<file path="config.mk">
export PLATFORM = sky130hd
export DESIGN_NAME = dma_bus_arbiter_flat
export DESIGN_NICKNAME = d
export VERILOG_FILES = /design/src/rtl/dma_bus_arbiter_if.sv /design/src/rtl/dma_bus_arbiter.sv /design/src/flat_wrapper.sv
export SDC_FILE = /design/constraint.sdc
export NUM_CORES = 1
export LEC_CHECK = 0
export BUFFER_PORTS_ARGS = -buffer_cell sky130_fd_sc_hd__buf_2
export CORE_MARGIN = 1
export CORE_UTILIZATION = 52
export DETAILED_ROUTE_END_ITERATION = 8
export GPL_TIMING_DRIVEN = 0
export PLACE_DENSITY_LB_ADDON = 0.25
export SYNTH_ARGS = -nofsm -noshare
export SYNTH_HDL_FRONTEND = slang
export SYNTH_SLANG_ARGS = --single-unit
export TNS_END_PERCENT = 100
</file>
<file path="constraint.sdc">
create_clock -name clk -period 2.3 [get_ports clk]
set_input_delay 0.115 -clock clk [delete_from_list [all_inputs] [get_ports clk]]
set_output_delay 0.115 -clock clk [all_outputs]
set_load 0.02 [all_outputs]
</file>
<file path="src/rtl/dma_bus_arbiter_if.sv">
// Handshake bundle between the DMA bus arbiter, its datapath and the 68k-style bus pins.
// The master modport is the arbiter's view; the slave modport is the datapath/bus side.
interface dma_bus_arbiter_if;
  logic dma_req;
  logic cycle_end;
  logic cycle_busy;
  logic dma_done;
  logic bg_n;
  logic bus_as_n;
  logic bus_bgack_n;
  logic berr_n;
  logic err_clr;
  logic br_n;
  logic bgack_n;
  logic bgack_oe;
  logic own;
  logic dma_go;
  logic bus_err;

  modport master (
    input  dma_req, cycle_end, cycle_busy, dma_done,
    input  bg_n, bus_as_n, bus_bgack_n, berr_n, err_clr,
    output br_n, bgack_n, bgack_oe, own, dma_go, bus_err
  );

  modport slave (
    output dma_req, cycle_end, cycle_busy, dma_done,
    output bg_n, bus_as_n, bus_bgack_n, berr_n, err_clr,
    input  br_n, bgack_n, bgack_oe, own, dma_go, bus_err
  );
endinterface

</file>
<file path="src/rtl/dma_bus_arbiter.sv">
// Bus-request/grant arbiter that acquires the CPU bus for DMA bursts of up to
// BURST_MAX long-word cycles, releases it cleanly and enforces a hold-off gap.
module dma_bus_arbiter #(
  parameter int BURST_MAX = 8,
  parameter int HOLDOFF   = 2
) (
  input logic             clk,
  input logic             rst_n,
  dma_bus_arbiter_if.master bus
);
  typedef enum logic [2:0] {
    IDLE,
    REQ,
    OWNED,
    DRAIN,
    RELEASE,
    HOLD
  } state_t;

  localparam logic [3:0] BURST_LIM = 4'(BURST_MAX);
  localparam logic [2:0] HOLD_LIM  = 3'(HOLDOFF - 1);

  state_t     state_reg, state_next;
  logic [3:0] burst_reg, burst_next;
  logic [2:0] hold_reg, hold_next;
  logic       bus_err_reg, bus_err_next;
  logic [3:0] sync1_reg, sync2_reg;
  logic [3:0] async_pins;
  logic       s_bg, s_as, s_bgack, s_berr;
  logic       limit;

  assign async_pins = {bus.bg_n, bus.bus_as_n, bus.bus_bgack_n, bus.berr_n};

  // Two-stage synchronizers; idle (negated) level is 1 for all pins.
  always_ff @(posedge clk or negedge rst_n) begin
    if (!rst_n) begin
      sync1_reg <= 4'hF;
      sync2_reg <= 4'hF;
    end else begin
      sync1_reg <= async_pins;
      sync2_reg <= sync1_reg;
    end
  end

  assign s_bg    = sync2_reg[3];
  assign s_as    = sync2_reg[2];
  assign s_bgack = sync2_reg[1];
  assign s_berr  = sync2_reg[0];
  assign limit   = (burst_reg == BURST_LIM);

  always_ff @(posedge clk or negedge rst_n) begin
    if (!rst_n) begin
      state_reg   <= IDLE;
      burst_reg   <= 4'd0;
      hold_reg    <= 3'd0;
      bus_err_reg <= 1'b0;
    end else begin
      state_reg   <= state_next;
      burst_reg   <= burst_next;
      hold_reg    <= hold_next;
      bus_err_reg <= bus_err_next;
    end
  end

  always_comb begin
    state_next   = state_reg;
    burst_next   = burst_reg;
    hold_next    = hold_reg;
    bus_err_next = bus_err_reg;
    // Clear first so a same-clock bus error below overrides it.
    if (bus.err_clr) begin
      bus_err_next = 1'b0;
    end
    case (state_reg)
      IDLE: begin
        if (bus.dma_req && !bus_err_reg) begin
          state_next = REQ;
        end
      end
      REQ: begin
        if (!bus.dma_req) begin
          state_next = IDLE;
        end else if (!s_bg && s_as && s_bgack) begin
          state_next = OWNED;
          burst_next = 4'd0;
        end
      end
      OWNED: begin
        if (bus.cycle_end && !limit) begin
          burst_next = burst_reg + 4'd1;
        end
        if (!s_berr) begin
          bus_err_next = 1'b1;
          state_next   = RELEASE;
        end else if (!bus.dma_req || limit || bus.dma_done) begin
          // Skip DRAIN entirely when no bus cycle is outstanding.
          state_next = bus.cycle_busy ? DRAIN : RELEASE;
        end
      end
      DRAIN: begin
        if (!s_berr) begin
          bus_err_next = 1'b1;
          state_next   = RELEASE;
        end else if (!bus.cycle_busy) begin
          state_next = RELEASE;
        end
      end
      RELEASE: begin
        hold_next  = 3'd0;
        state_next = (HOLDOFF == 0) ? IDLE : HOLD;
      end
      HOLD: begin
        if (hold_reg == HOLD_LIM) begin
          state_next = IDLE;
        end else begin
          hold_next = hold_reg + 3'd1;
        end
      end
      default: state_next = IDLE;
    endcase
  end

  // Outputs decode the registered state, so reset releases the bus at once.
  assign bus.br_n     = (state_reg != REQ);
  assign bus.own      = (state_reg == OWNED) || (state_reg == DRAIN);
  assign bus.bgack_n  = !bus.own;
  assign bus.bgack_oe = bus.own || (state_reg == RELEASE);
  assign bus.dma_go   = (state_reg == OWNED) && bus.dma_req && !limit;
  assign bus.bus_err  = bus_err_reg;
endmodule

</file>
<file path="src/flat_wrapper.sv">
// flat-port wrapper written by rule: the top's interface ports become plain ports
module dma_bus_arbiter_flat 
#(
  parameter int BURST_MAX = 8,
  parameter int HOLDOFF   = 2
)
  (clk, rst_n, bus_dma_req, bus_cycle_end, bus_cycle_busy, bus_dma_done, bus_bg_n, bus_bus_as_n, bus_bus_bgack_n, bus_berr_n, bus_err_clr, bus_br_n, bus_bgack_n, bus_bgack_oe, bus_own, bus_dma_go, bus_bus_err);
  dma_bus_arbiter_if bus_i ();
  input logic clk;
  input logic rst_n;
  input wire logic [$bits(bus_i.dma_req)-1:0] bus_dma_req;
  input wire logic [$bits(bus_i.cycle_end)-1:0] bus_cycle_end;
  input wire logic [$bits(bus_i.cycle_busy)-1:0] bus_cycle_busy;
  input wire logic [$bits(bus_i.dma_done)-1:0] bus_dma_done;
  input wire logic [$bits(bus_i.bg_n)-1:0] bus_bg_n;
  input wire logic [$bits(bus_i.bus_as_n)-1:0] bus_bus_as_n;
  input wire logic [$bits(bus_i.bus_bgack_n)-1:0] bus_bus_bgack_n;
  input wire logic [$bits(bus_i.berr_n)-1:0] bus_berr_n;
  input wire logic [$bits(bus_i.err_clr)-1:0] bus_err_clr;
  output wire logic [$bits(bus_i.br_n)-1:0] bus_br_n;
  output wire logic [$bits(bus_i.bgack_n)-1:0] bus_bgack_n;
  output wire logic [$bits(bus_i.bgack_oe)-1:0] bus_bgack_oe;
  output wire logic [$bits(bus_i.own)-1:0] bus_own;
  output wire logic [$bits(bus_i.dma_go)-1:0] bus_dma_go;
  output wire logic [$bits(bus_i.bus_err)-1:0] bus_bus_err;
  assign bus_i.dma_req = bus_dma_req;
  assign bus_i.cycle_end = bus_cycle_end;
  assign bus_i.cycle_busy = bus_cycle_busy;
  assign bus_i.dma_done = bus_dma_done;
  assign bus_i.bg_n = bus_bg_n;
  assign bus_i.bus_as_n = bus_bus_as_n;
  assign bus_i.bus_bgack_n = bus_bus_bgack_n;
  assign bus_i.berr_n = bus_berr_n;
  assign bus_i.err_clr = bus_err_clr;
  assign bus_br_n = bus_i.br_n;
  assign bus_bgack_n = bus_i.bgack_n;
  assign bus_bgack_oe = bus_i.bgack_oe;
  assign bus_own = bus_i.own;
  assign bus_dma_go = bus_i.dma_go;
  assign bus_bus_err = bus_i.bus_err;
  dma_bus_arbiter #(.BURST_MAX(BURST_MAX), .HOLDOFF(HOLDOFF)) u_core (.clk(clk), .rst_n(rst_n), .bus(bus_i));
endmodule
</file>
==> run_results.csv, run 1 <==
group,metric,value,unit
sta,slew_viol_final,0,
power_and_ir_drop,leakagePower,0.490,nW
critical_path,cp.required,2.49,ns
logic_synthesis,ys_ff_latch,19,
flow_run,drv_cap,0,
detailed_routing,drt_iter0_markers,12,
global_route,grt_remaining_overflow,0,
clock_network,cts_made_buffers,3,
power_and_ir_drop,power.density,979,nW/um^2
critical_path,worst-path-stages,6,
global_route,antenna_found_initial,0,
sta,tightest_slew,0.478,ns
logic_synthesis,syn_area,881,sq um
floorplan,io_pins,17,
critical_path,reg2reg_depth,6,
logic_synthesis,synth.avg_cell_area,10.7,sq um
sta,setup_viol,0,
critical_path,r2r_slack,0.50,ns
global_route,grt_pass1_wl,2740,um
logic_synthesis,synth_compound_gate_area_share,13.8,%
critical_path,cp-end-kind,"flop",
critical_path,reg2reg_to,"u_core.state_reg[2]",
logic_synthesis,ys_types,29,
detailed_routing,routed_wirelength,1640,um
cells_and_area,synthToLayoutAreaGrowth,21.3,%
global_route,grt_pass1_vias,677,
sta,fin_skew,0.00274,ns
placement,portBuffers,16,
floorplan,die-height,43.2,um
clock_network,cts_max_path_buffers,2,
placement,hpwl,1220,um
detailed_routing,detail_route.wl_per_cell,13.2,um
critical_path,cp_cell_sequence,"ha_1 -> nor2b_1 -> or4_1 -> o311ai_1 -> a211o_1 -> nand2_1",
sta,hold_viol,0,
critical_path,path_buf_inv,0,
floorplan,fp.coreArea,1540,sq um
worst_hold_path,min_path_type,"in -> reg",
clock_network,clk_latency,0.30,ns
critical_path,critPathKind,"reg -> reg",
detailed_routing,vias,695,
run_status,status,"complete, no violations",
logic_synthesis,post_synth_xor_area_fraction,1.99,%
placement,place_congestion,0.755,
detailed_routing,firstDrtPassIters,4,
clock_network,clock_sinks,19,
sta,fin_tns_setup,0,ns
clock_network,cts_resized,0,
logic_synthesis,syn_inst,82,
logic_synthesis,synth_warnings,0,
critical_path,worst_ep_arrival_time,1.99,ns
sta,timing.fmax,556,MHz
global_route,grt_max_degree,20,
clock_network,htreeDepth,1,
logic_synthesis,seq_area_frac_synth,55.1,%
sta,min_period_over_period,78.2,%
cells_and_area,nets,124,
critical_path,path_delay_family,"simple AND/OR/NAND/NOR gates",
critical_path,critPathSlowestCell,"or4_1",
critical_path,crit_start,"u_core.hold_reg[0]",
clock_network,cts-root-buf,"clkbuf_4",
clock_network,cts_tree,"yes",
global_route,grt.total_usage,20.8,%
cells_and_area,drive_gt1_share,29.6,%
cells_and_area,antenna_cells,0,
cells_and_area,layoutNonFillerInstCount,124,
logic_synthesis,synth_adder_area_share,5.68,%
floorplan,dieArea,1860,sq um
detailed_routing,drc,0,
floorplan,initial_utilization,57.1,%
logic_synthesis,synthMuxAreaShare,1.14,%
detailed_routing,antenna_left,0,
detailed_routing,vias_per_cell,5.60,
logic_synthesis,synth_fp_nets,97,
critical_path,reg2reg_from,"u_core.hold_reg[0]",
logic_synthesis,synth_top_family_by_area,"simple AND/OR/NAND/NOR gates",
clock_network,clk_pin_slew,0.10,ns
power_and_ir_drop,total_power,1.05,mW
placement,placed_cells,114,
floorplan,rows,14,
floorplan,die_width,43.2,um
sta,max_slew_margin,67.6,%
cells_and_area,fin_util,69.3,%
critical_path,slowest_delay,0.51,ns
logic_synthesis,synthSimpleGateAreaFrac,18.9,%
power_and_ir_drop,ir_drop,0.000657,V
critical_path,cp-start-kind,"flop",
sta,post-route-min-period,1.80,ns
critical_path,endpoint,"u_core.state_reg[2]",
worst_hold_path,hold_path_startpoint,"bus_cycle_busy",
sta,rsz0062_at_grt,"false",
critical_path,worstPathMaxFanout,6,
==> layer usage <==
| layer | up-vias | track usage, % | part of all wire (%) |
|---|---|---|---|
| met5 | - | 0 | 0 |
| met4 | 0 | 12.7 | 2.4 |
| met3 | 4 | 3.83 | 4.9 |
| met2 | 23 | 36.1 | 52 |
| met1 | 328 | 23.0 | 40 |
| li1 | 340 | - | - |
==> layout make-up <==
cell class	count	area, sq um
Sequential cell	19	485
Inverter	8	30.0
Clock inverter	1	5.00
Clock buffer	3	22.5
Timing Repair Buffer	22	140
Fill cell	128	473
Multi-Input combinational cell	55	365
Tap cell	16	20.0
==> worst min path at each step <==
stage | end | slack, ns | cells past startpoint
2_1_floorplan | u_core.burst_reg[0] | -0.18 | 0
3_3_place_gp | u_core.burst_reg[1] | 0.07 | 1
3_5_place_dp | u_core.burst_reg[0] | 0.07 | 1
4_1_cts | u_core.state_reg[1] | 0.19 | 3
5_1_grt | u_core.state_reg[1] | 0.22 | 3
6_report | u_core.state_reg[1] | 0.20 | 3
==> what timing repair did <==
item	in CTS	in global routing
buffers inserted	0	0
endpoints found under the setup margin	0	0
hold endpoints to repair	16	0
hold buffers	6	0
==> report_power, final <==
group / internal, mW / total (mW) / switching, mW
sequential: 0.419 / 0.502 / 0.0831
clock: 0.0649 / 0.167 / 0.103
combinational: 0.160 / 0.377 / 0.217
total: 0.643 / 1.05 / 0.403
==> Yosys cell counts <==
master,instances,area share [%]
dfrtp_1,11,31
o21ai_0,10,5.7
dfstp_2,8,24
inv_1,8,3.4
nand2_1,6,2.6
nand3_1,6,3.4
ha_1,4,5.7
nor2_1,4,1.7
nor2b_1,3,2.1
nand3b_1,2,1.7
xnor2_1,2,2.0
a211o_1,1,0.99
a21boi_2,1,1.3
a21oi_1,1,0.57
a21oi_2,1,0.99
a31oi_1,1,0.71
and3_1,1,0.71
mux2i_1,1,1.1
nor3_1,1,0.57
nor3b_1,1,0.85
nor4_1,1,0.71
nor4bb_1,1,1.1
o22ai_1,1,0.71
o2bb2ai_1,1,0.99
o311ai_1,1,0.99
o31ai_1,1,0.85
or3_4,1,1.3
or3b_4,1,1.3
or4_1,1,0.85
==> worst min-delay path, cell delays in order <==
cell	delay [ns]
buf_2	0.11
a31oi_1	0.16
o31ai_1	0.07
==> cells in the final DEF, fill, tap and decap left out, drive strengths merged, types with 2 or more instances in the layout <==
| master | netlist | routed |
|---|---|---|
| inv | 8 | 8 |
| xnor2 | 2 | 2 |
| ha | 4 | 4 |
| nand2 | 6 | 6 |
| dfrtp | 11 | 11 |
| a21oi | 2 | 2 |
| nor2b | 3 | 3 |
| dlygate4sd3 | 0 | 6 |
| nor2 | 4 | 4 |
| nand3b | 2 | 2 |
| clkbuf | 0 | 3 |
| dfstp | 8 | 8 |
| buf | 0 | 16 |
| o21ai | 10 | 10 |
| nand3 | 6 | 6 |
==> per-stage QoR <==
stage / setup slack (ns) / hold slack (ns) / instance area (sq um)
CTS: 0.507 / 0.185 / 1070
detailed placement: 0.531 / 0.0671 / 981
floorplan: 0.431 / -0.181 / 881
finish: 0.501 / 0.195 / 1070
global route: 0.371 / 0.219 / 1070
global placement: 0.561 / 0.0658 / 981
==> cells by family (layout without fill, tap and decap cells) <==
kind of cell               after synthesis  in the layout
and+or+nand+nor                         29             29
AOI/OAI and AO/OA                       19             19
DFF                                     19             19
buffers and inverters                    8             34
adders and majority gates                4              4
xor gates and xnor gates                 2              2
muxes                                    1              1
Power figures use the tool's default switching activity.
==> run 2: changes to the inputs <==
==> constraint.sdc (replaced) <==
create_clock -name clk -period 1.75 [get_ports clk]
set_input_delay 0.0875 -clock clk [delete_from_list [all_inputs] [get_ports clk]]
set_output_delay 0.0875 -clock clk [all_outputs]
set_load 0.02 [all_outputs]
==> run_results.csv, run 2 (synthesis gave the netlist of run 1 again) <==
group,metric,value,unit
run_status,status,"complete, no violations",
floorplan,die_width,43.2,um
sta,max_slew_margin,73.0,%
critical_path,cp-start-kind,"flop",
worst_hold_path,holdPathStages,3,
detailed_routing,detail_route.wl_per_cell,12.0,um
sta,rsz0062_at_grt,"true",
detailed_routing,drc,0,
floorplan,rows,14,
placement,place_congestion,0.860,
detailed_routing,antenna_left,0,
critical_path,cp-end-kind,"flop",
floorplan,fp.coreArea,1540,sq um
detailed_routing,drt_iter0_markers,6,
critical_path,slowest_delay,0.45,ns
clock_network,cts_max_path_buffers,2,
cells_and_area,nets,128,
placement,postPlaceCellArea,983,sq um
sta,post-route-min-period,1.71,ns
critical_path,path_buf_inv,0,
sta,slew_viol_final,0,
sta,timing.fmax,585,MHz
floorplan,initial_utilization,57.1,%
clock_network,clk_pin_slew,0.11,ns
power_and_ir_drop,ir_drop,0.000856,V
sta,fin_skew,0.00652,ns
cells_and_area,antenna_cells,0,
floorplan,dieArea,1860,sq um
cells_and_area,final-seq-area,489,sq um
power_and_ir_drop,p_switching,0.547,mW
critical_path,reg2reg_depth,5,
cells_and_area,drive_gt1_share,38.4,%
cells_and_area,final_area,1120,sq um
power_and_ir_drop,leakagePower,0.509,nW
cells_and_area,nFillCells,116,
cells_and_area,multi_input_area,384,sq um
power_and_ir_drop,p_clk_share,15.5,%
cells_and_area,layout_common_cells,"buf_2 (16), o21ai_0 (10), inv_1 (8), dfrtp_1 (8), dfstp_2 (8)",
worst_hold_path,min_path_type,"in -> reg",
sta,setup_viol,0,
sta,min_period_over_period,97.7,%
critical_path,worstPathMaxFanout,6,
power_and_ir_drop,p_seq_share,45.0,%
global_route,grt_pass1_vias,625,
critical_path,worst_ep_arrival_time,1.89,ns
placement,dpl_worst_slack,-0.0190,ns
cells_and_area,fin_util,72.9,%
detailed_routing,vias_per_cell,5.55,
critical_path,critPathKind,"reg -> reg",
sta,hold_slack,0.147,ns
power_and_ir_drop,p_int,0.895,mW
clock_network,cts_made_buffers,3,
clock_network,htreeDepth,1,
global_route,antenna_found_initial,0,
detailed_routing,firstDrtPassIters,4,
critical_path,cp.required,1.93,ns
sta,layout_setup_ws,0.0395,ns
cells_and_area,synthToLayoutAreaGrowth,27.6,%
floorplan,io_pins,17,
clock_network,cts-root-buf,"clkbuf_4",
clock_network,cts_tree,"yes",
cells_and_area,final_common_cell,"buf_2",
global_route,grt_remaining_overflow,0,
critical_path,cp_cell_sequence,"or3b_4 -> or3_4 -> a21boi_2 -> xnor2_1 -> nor2_1",
detailed_routing,routed_wirelength,1530,um
clock_network,clock_sinks,19,
floorplan,die-height,43.2,um
sta,fin_tns_setup,0,ns
detailed_routing,vias,711,
placement,portBuffers,16,
power_and_ir_drop,switching_share,37.9,%
critical_path,worst-path-stages,5,
global_route,grt.total_usage,18.7,%
power_and_ir_drop,power.density,1280,nW/um^2
placement,hpwl,1100,um
power_and_ir_drop,power_frac_comb,39.5,%
critical_path,critPathSlowestCell,"dfrtp_2",
flow_run,drv_cap,0,
sta,hold_viol,0,
critical_path,path_delay_family,"simple AND/OR/NAND/NOR gates",
global_route,grt_pass1_wl,2550,um
global_route,grt_max_degree,20,
clock_network,clk_latency,0.29,ns
sta,tightest_slew,0.405,ns
-- run 2: changes by cell type in the layout (fill, tap and decap cells not counted), sizes merged --
cell	before	now
clkinv	1	0
clkinvlp	0	1
buf	16	20
-- run 2: cell type report --
class	instances	share of cell area, %
flip-flops and latches	19	43.5
multi-input cells	55	34.2
repair buffers	26	15.1
inverters	8	2.67
clock buffers	3	2.00
well taps	16	1.78
clock inverters	1	0.668
-- run 2: worst register-to-register path, cell delays in order (launching register included) --
cell and delay (ns):
dfrtp_2 0.45, or3b_4 0.39, or3_4 0.41, a21boi_2 0.14, xnor2_1 0.13, nor2_1 0.06
-- run 2: worst paths after layout --
path                                     startpoint                   to  slack (ns)
max in group asynchronous                     rst_n  u_core.sync1_reg[1]        1.18
worst max register to register  u_core.state_reg[2]  u_core.burst_reg[2]        0.04
worst max-delay path            u_core.state_reg[2]  u_core.burst_reg[2]        0.04
worst min register to register  u_core.sync1_reg[0]  u_core.sync2_reg[0]        0.35
min in group asynchronous                     rst_n   u_core.hold_reg[2]        0.24
worst min-delay path                 bus_cycle_busy  u_core.state_reg[1]        0.15
-- run 2: repair_timing --
| item | in CTS | in global routing |
|---|---|---|
| buffers inserted | 0 | 4 |
| hold buffers | 6 | 0 |
| cloned | 0 | 0 |
| pin swaps | 0 | 0 |
| hold endpoints to repair | 16 | 0 |
| endpoints found under the setup margin | 5 | 7 |
| resized for setup | 2 | 4 |
-- run 2: metrics by stage --
step,cells,power [mW]
global route,128,1.55
global placement,114,1.13
finish,128,1.44
floorplan,82,1.00
detailed placement,114,1.15
CTS,124,1.40
-- run 2: layer usage --
layer | track usage (%) | vias up | wire length, um
li1 | - | 349 | -
met1 | 23.7 | 334 | 732
met3 | 5.11 | 2 | 79
met4 | 5.45 | 0 | 7
met2 | 31.0 | 26 | 715
met5 | 0 | - | 0
-- run 2: power groups by stage --
stage	sequential, mW	clock [mW]	combinational (mW)
finish	0.650	0.224	0.569
global route	0.667	0.249	0.637
CTS	0.662	0.234	0.507
detailed placement	0.669	0	0.482
global placement	0.661	0	0.470
floorplan	0.652	0	0.350
